### config.mk
export PLATFORM = sky130hd
export DESIGN_NAME = mult_div_unit_flat
export DESIGN_NICKNAME = d
export VERILOG_FILES = /design/src/rtl/mult_div_unit_pkg.sv /design/src/rtl/mult_div_unit_if.sv /design/src/rtl/mult_div_unit_booth_step.sv /design/src/rtl/mult_div_unit.sv /design/src/flat_wrapper.sv
export SDC_FILE = /design/constraint.sdc
export NUM_CORES = 1
export LEC_CHECK = 0
export CAP_MARGIN = 10
export CORE_ASPECT_RATIO = 1.75
export CORE_MARGIN = 2
export CORE_UTILIZATION = 30
export CTS_CLUSTER_DIAMETER = 200
export DETAILED_ROUTE_END_ITERATION = 7
export PLACE_DENSITY = 0.48
export SLEW_MARGIN = 20
export SYNTH_ARGS = -nofsm -noshare
export SYNTH_HDL_FRONTEND = slang
export SYNTH_SLANG_ARGS = --single-unit
### constraint.sdc
create_clock -name clock -period 7.5 [get_ports clock]
set_input_delay 1.5 -clock clock [delete_from_list [all_inputs] [get_ports clock]]
set_output_delay 1.5 -clock clock [all_outputs]
set_load 0.03 [all_outputs]
### src/rtl/mult_div_unit_pkg.sv
// rtl/mult_div_unit_pkg.sv - shared constants and state encoding for the multiply/divide unit
package cpu_pkg;

  localparam int WIDTH_DEF = 32;

  localparam logic OP_MULT = 1'b0;
  localparam logic OP_DIV  = 1'b1;

  typedef enum logic [1:0] {
    S_IDLE = 2'd0,
    S_CALC = 2'd1,
    S_FIX  = 2'd2
  } state_t;

endpackage

### src/rtl/mult_div_unit_if.sv
// rtl/mult_div_unit_if.sv - request/result bundle between control FSM and multiply/divide unit
interface mult_div_if
  import cpu_pkg::*;
#(
  parameter int WIDTH = WIDTH_DEF
);
  logic             start;
  logic             op;
  logic [WIDTH-1:0] a_in;
  logic [WIDTH-1:0] b_in;
  logic [WIDTH-1:0] hi;
  logic [WIDTH-1:0] lo;
  logic             busy;
  logic             done;
  logic             div_zero;

  modport master (
    output start, op, a_in, b_in,
    input  hi, lo, busy, done, div_zero
  );

  modport slave (
    input  start, op, a_in, b_in,
    output hi, lo, busy, done, div_zero
  );
endinterface

### src/rtl/mult_div_unit_booth_step.sv
// rtl/mult_div_unit_booth_step.sv - one radix-2 Booth iteration on {P_hi, P_lo, q_-1}
module booth_step
  import cpu_pkg::*;
#(
  parameter int WIDTH = WIDTH_DEF
) (
  input  logic [2*WIDTH:0] i_acc,
  input  logic [WIDTH-1:0] i_mcand,
  output logic [2*WIDTH:0] o_acc
);
  logic [WIDTH:0] w_hi_ext;
  logic [WIDTH:0] w_m_ext;
  logic [WIDTH:0] w_sum;

  always_comb begin
    w_hi_ext = {i_acc[2*WIDTH], i_acc[2*WIDTH:WIDTH+1]};
    w_m_ext  = {i_mcand[WIDTH-1], i_mcand};
    case (i_acc[1:0])
      2'b01:   w_sum = w_hi_ext + w_m_ext;
      2'b10:   w_sum = w_hi_ext - w_m_ext;
      default: w_sum = w_hi_ext;
    endcase
    // The extra sum bit becomes the new sign, so dropping q_-1 is the arithmetic shift
    o_acc = {w_sum, i_acc[WIDTH:1]};
  end
endmodule

### src/rtl/mult_div_unit.sv
// rtl/mult_div_unit.sv - iterative signed multiply (Booth) / divide (restoring) unit with HI/LO
module mult_div_unit
  import cpu_pkg::*;
#(
  parameter int WIDTH = WIDTH_DEF,
  parameter int CNT_W = 6
) (
  input  logic       clock,
  input  logic       reset,
  mult_div_if.slave  bus
);
  state_t             r_state;
  state_t             w_state_next;
  logic [CNT_W-1:0]   r_cnt;
  logic               r_op;
  logic               r_dz;
  logic               r_a_neg;
  logic               r_b_neg;
  logic [WIDTH-1:0]   r_mcand;
  logic [2*WIDTH:0]   r_acc;
  logic [WIDTH-1:0]   r_hi;
  logic [WIDTH-1:0]   r_lo;
  logic               r_done;
  logic               r_div_zero;

  logic [2*WIDTH:0]   w_booth_acc;
  logic [2*WIDTH:0]   w_div_acc;
  logic [WIDTH:0]     w_rem_shift;
  logic [WIDTH:0]     w_trial;
  logic               w_ge;
  logic [WIDTH-1:0]   w_a_mag;
  logic [WIDTH-1:0]   w_b_mag;
  logic [WIDTH-1:0]   w_quo;
  logic [WIDTH-1:0]   w_rem;
  logic               w_b_zero;

  booth_step #(.WIDTH(WIDTH)) u_booth (
    .i_acc   (r_acc),
    .i_mcand (r_mcand),
    .o_acc   (w_booth_acc)
  );

  always_comb begin
    w_a_mag     = bus.a_in[WIDTH-1] ? -bus.a_in : bus.a_in;
    w_b_mag     = bus.b_in[WIDTH-1] ? -bus.b_in : bus.b_in;
    w_b_zero    = (bus.op == OP_DIV) && (bus.b_in == '0);
    // Divide reuses the accumulator as {rem, quo, unused}
    w_rem_shift = r_acc[2*WIDTH:WIDTH];
    w_ge        = (w_rem_shift >= {1'b0, r_mcand});
    w_trial     = w_rem_shift - {1'b0, r_mcand};
    w_div_acc   = {(w_ge ? w_trial[WIDTH-1:0] : w_rem_shift[WIDTH-1:0]),
                   r_acc[WIDTH-1:1], w_ge, 1'b0};
    w_quo       = r_acc[WIDTH:1];
    w_rem       = r_acc[2*WIDTH:WIDTH+1];
  end

  always_comb begin
    w_state_next = r_state;
    bus.busy     = (r_state != S_IDLE);
    case (r_state)
      S_IDLE: if (bus.start) w_state_next = w_b_zero ? S_FIX : S_CALC;
      S_CALC: if (r_cnt == CNT_W'(WIDTH-1)) w_state_next = S_FIX;
      S_FIX:  w_state_next = S_IDLE;
      default: w_state_next = S_IDLE;
    endcase
  end

  always_ff @(posedge clock or negedge reset) begin
    if (!reset) r_state <= S_IDLE;
    else        r_state <= w_state_next;
  end

  always_ff @(posedge clock or negedge reset) begin
    if (!reset) begin
      r_cnt      <= '0;
      r_op       <= 1'b0;
      r_dz       <= 1'b0;
      r_a_neg    <= 1'b0;
      r_b_neg    <= 1'b0;
      r_mcand    <= '0;
      r_acc      <= '0;
      r_hi       <= '0;
      r_lo       <= '0;
      r_done     <= 1'b0;
      r_div_zero <= 1'b0;
    end else begin
      r_done     <= 1'b0;
      r_div_zero <= 1'b0;
      case (r_state)
        S_IDLE: if (bus.start) begin
          r_op    <= bus.op;
          r_cnt   <= '0;
          r_dz    <= w_b_zero;
          r_a_neg <= bus.a_in[WIDTH-1];
          r_b_neg <= bus.b_in[WIDTH-1];
          if (bus.op == OP_DIV) begin
            r_mcand <= w_b_mag;
            r_acc   <= {{WIDTH{1'b0}}, w_a_mag, 1'b0};
          end else begin
            r_mcand <= bus.a_in;
            r_acc   <= {{WIDTH{1'b0}}, bus.b_in, 1'b0};
          end
        end
        S_CALC: begin
          r_cnt <= r_cnt + CNT_W'(1);
          r_acc <= (r_op == OP_DIV) ? w_div_acc : w_booth_acc;
        end
        S_FIX: begin
          r_done     <= 1'b1;
          r_div_zero <= r_dz;
          if (!r_dz) begin
            if (r_op == OP_DIV) begin
              r_lo <= (r_a_neg ^ r_b_neg) ? -w_quo : w_quo;
              r_hi <= r_a_neg ? -w_rem : w_rem;
            end else begin
              r_hi <= w_rem;
              r_lo <= w_quo;
            end
          end
        end
        default: ;
      endcase
    end
  end

  assign bus.hi       = r_hi;
  assign bus.lo       = r_lo;
  assign bus.done     = r_done;
  assign bus.div_zero = r_div_zero;
endmodule

### src/flat_wrapper.sv
// flat-port wrapper written by rule: the top's interface ports become plain ports
module mult_div_unit_flat import cpu_pkg::*;
#(
  parameter int WIDTH = WIDTH_DEF,
  parameter int CNT_W = 6
)
  (clock, reset, bus_start, bus_op, bus_a_in, bus_b_in, bus_hi, bus_lo, bus_busy, bus_done, bus_div_zero);
  mult_div_if #(.WIDTH(WIDTH)) bus_i ();
  input  logic clock;
  input  logic reset;
  input wire logic [$bits(bus_i.start)-1:0] bus_start;
  input wire logic [$bits(bus_i.op)-1:0] bus_op;
  input wire logic [$bits(bus_i.a_in)-1:0] bus_a_in;
  input wire logic [$bits(bus_i.b_in)-1:0] bus_b_in;
  output wire logic [$bits(bus_i.hi)-1:0] bus_hi;
  output wire logic [$bits(bus_i.lo)-1:0] bus_lo;
  output wire logic [$bits(bus_i.busy)-1:0] bus_busy;
  output wire logic [$bits(bus_i.done)-1:0] bus_done;
  output wire logic [$bits(bus_i.div_zero)-1:0] bus_div_zero;
  assign bus_i.start = bus_start;
  assign bus_i.op = bus_op;
  assign bus_i.a_in = bus_a_in;
  assign bus_i.b_in = bus_b_in;
  assign bus_hi = bus_i.hi;
  assign bus_lo = bus_i.lo;
  assign bus_busy = bus_i.busy;
  assign bus_done = bus_i.done;
  assign bus_div_zero = bus_i.div_zero;
  mult_div_unit #(.WIDTH(WIDTH), .CNT_W(CNT_W)) u_core (.clock(clock), .reset(reset), .bus(bus_i));
endmodule
==> results.cfg <==
[critical_path]
reg2reg_setup_slack_ns = 2.35
critical_path_arrival_ns = 5.50
path_class = flop to flop
worstPathRequired_ns = 7.85
worst_setup_path_end_kind = flop
crit_path_max_fanout = 6
cp-start-kind = flop

[grt]
global_route.overflow_total = 0
grt_pass1_vias = 14000
grt_first_pass_wirelength_um = 82900
maximum_number_of_pins_on_one_net_before_global_route_repair = 125
groute.usage.overall = 0.216
antenna_found_initial = 0

[clock_tree]
root_buffer = clkbuf_16
numClockSinks = 175
post_cts_resized = 0
clkSlewWorstSetupHoldPaths_ns = 0.07
postCtsSetupBuffers = 0
ctsLongestPathBuffers = 2
tritoncts = built
clock_latency_ns = 0.46
ctsHoldBuffers = 0
cts_made_buffers = 17
cts_htree_levels = 4

[drt]
routedWlPerCell_um = 21.2
route.detailed.drc = 0
wirelength_um = 54500
vias = 13800
routed_via_density = 5.37
detail-route-antenna-nets = 0
drt_first_iter_violations = 802
detail_route.first_pass.iterations = 5

[yosys]
avg_inst_size_synth_um2 = 7.93
post_synth_inst_count = 1850
synthesis.yosys.warnings = 0
synth.ff_latch_count = 175
synth_largest_area_cell = dfrtp_1
synth.area.top_cells = dfrtp_1 (30%), o21ai_0 (8.1%), xor2_1 (6.2%), nand2_1 (6.1%), ha_1 (6.1%)
synth_async_sr_flop_share = 1.00
mappedNetlistNets = 1991
synth.distinct_cells = 71
synthDominantCellAreaShare = 0.299
seq_area_frac_synth = 0.299
synthesis.area_um2 = 14700
yosys_most_used_dff = dfrtp_1
synth_edf_count = 0

[timing]
share_of_the_clock_period_used_by_the_worst_path = 0.687
max-slew-margin-rel = 0.286
timing_hold_violations_final = 0
report.final.slew_viol_count = 0
setup_viol_count_final = 0
hold_ws_ns = 0.478
period_minus_slack_ns = 5.15
fin_skew_ns = 0.0112
worst-slew-pin-transition_ns = 1.06
rsz_0062_raised_after_global_routing = false
fmaxAchievable_mhz = 194
fin_setup_tns_ns = 0

[cells_and_area]
num_antenna_cells = 0
flow.area_growth_from_synthesis_pct = 17.0
post_layout_instance_area_um2 = 17200
final_cells = 2574
net_count_of_the_finished_layout = 2048
drive_gt1_frac = 0.0536
fillerInstances = 5157

[floorplan]
fp.dieH_um = 296
starting_utilization_of_the_core_area = 0.303
die-width_um = 171
fp-row-count = 107
fp.coreArea_um2 = 48500
pin_count = 135
dieArea_um2 = 50700

[pwr]
p_leak_nw = 6.95
peakVddDrop_uv = 245
post-layout-total-power_mw = 10.1
pwr_per_cell_area_nw_per_um2 = 587

[place]
placedCellCount = 2541
placement.io_buffers = 134
routabilityCongestion = 0.906
place.detailed.hpwl_um = 42200
placement_cell_area_um2 = 16600

[run]
timing.max_cap.violations = 0

[min_path]
hold_path.class = flop to flop

[outcome]
run_status = complete, no violations
==> through the flow <==
step / util / setup slack, ns
2_1_floorplan: - / 3.22
3_3_place_gp: 0.342 / 2.36
3_5_place_dp: 0.342 / 2.39
4_1_cts: 0.354 / 2.38
5_1_grt: 0.354 / 1.88
6_report: 0.354 / 2.35
==> worst max-delay path: stages, from the launching register on <==
cell	delay, ns
dfrtp_1	0.41
or4_1	0.60
nor2_1	0.21
nand2_1	0.14
nor4_1	0.76
and2_1	0.39
a21oi_1	0.13
xnor2_1	0.26
ha_1	0.35
nand2_1	0.10
nor2_1	0.04
a211oi_1	0.25
o21ai_0	0.17
a31oi_1	0.27
o21ai_0	0.17
a31oi_1	0.23
xor2_1	0.16
o21ai_0	0.10
a32o_1	0.26
==> path summary, 6_finish.rpt <==
kind | cells past startpoint | startpoint | endpoint
worst min register to register | 2 | u_core.bus.hi[20] | u_core.bus.hi[20]
max in group asynchronous | 2 | reset | u_core.r_acc[63]
worst min-delay path | 2 | u_core.bus.hi[20] | u_core.bus.hi[20]
min in group asynchronous | 1 | reset | u_core.bus.hi[28]
worst max-delay path | 18 | u_core.r_mcand[7] | u_core.r_acc[63]
worst max register to register | 18 | u_core.r_mcand[7] | u_core.r_acc[63]
==> cells by family (layout without fill, tap and decap cells) <==
family / after synthesis / in the layout / share of synthesized area
adder cells (fa/ha/maj): 73 / 73 / 0.0633
AO/OA/AOI/OAI: 631 / 631 / 0.262
multiplexers: 54 / 54 / 0.0381
XOR/XNOR: 201 / 201 / 0.120
flip-flops: 175 / 175 / 0.299
buffers and inverters: 188 / 258 / 0.0487
AND/OR/NAND/NOR: 528 / 528 / 0.169
==> final cells by class <==
class	count	area, µm²	share of cell area
multi-input combinational	1487	9610	0.560
sequential	175	4380	0.255
timing repair buffer	154	1510	0.0877
tap	654	818	0.0477
clock buffer	20	457	0.0266
inverter	72	270	0.0157
clock inverter	12	121	0.00707
==> sequential cells by signal (all words and copies together) (netlist names), 2 cells and up <==
signal and cells:
u_core.r_acc 65, u_core.r_cnt 6, u_core.bus.hi 32, u_core.r_state 2, u_core.r_mcand 32, u_core.bus.lo 32
==> cells in the final DEF, fill, tap and decap left out, types with 20 or more instances in the layout <==
cell and n:
a21o_1 25, a21oi_1 138, a31oi_1 29, buf_4 20, clkdlybuf4s50_1 132, dfrtp_1 174, ha_1 70, inv_1 72
mux2i_1 39, nand2_1 238, nand3_1 30, nor2_1 102, nor3_1 33, o211ai_1 43, o21ai_0 238, o31ai_1 29
xnor2_1 98, xor2_1 103
==> metal layers <==
metal | wire, µm | share of wire | vias up | track usage
li1 | - | - | 6794 | -
met1 | 20500 | 0.38 | 6632 | 0.225
met2 | 29900 | 0.55 | 312 | 0.425
met3 | 1530 | 0.028 | 92 | 0.0212
met4 | 2550 | 0.047 | 0 | 0.101
met5 | 0 | 0 | - | 0
==> report_power, final <==
| group | internal (mW) | switching, mW |
|---|---|---|
| registers | 1.41 | 0.626 |
| logic | 2.87 | 4.23 |
| clock network | 0.482 | 0.444 |
==> synth_stat cells, types with 5 or more instances <==
cell / n
o221ai_1: 7
o22ai_1: 18
inv_1: 72
mux2i_1: 39
xor2_1: 103
nor2b_1: 8
mux2_2: 15
o31a_1: 5
a21o_1: 25
nor3_1: 34
a211oi_1: 13
clkbuf_1: 101
a21oi_1: 139
or4_1: 14
nand2b_1: 13
o21ai_0: 238
nor2_1: 104
or2_2: 5
o31ai_1: 29
a222oi_1: 7
buf_1: 10
nor4_1: 18
dfrtp_1: 175
nand4_1: 16
or4_4: 10
o41ai_1: 10
o21a_1: 8
and3_1: 6
nand2_1: 238
o21bai_1: 5
a31oi_1: 29
a22oi_1: 19
and2_1: 9
nand3_1: 30
a41oi_1: 5
xnor2_1: 98
o211ai_1: 43
or3_1: 10
ha_1: 71
Note: power is estimated with default switching activity, not from simulation.
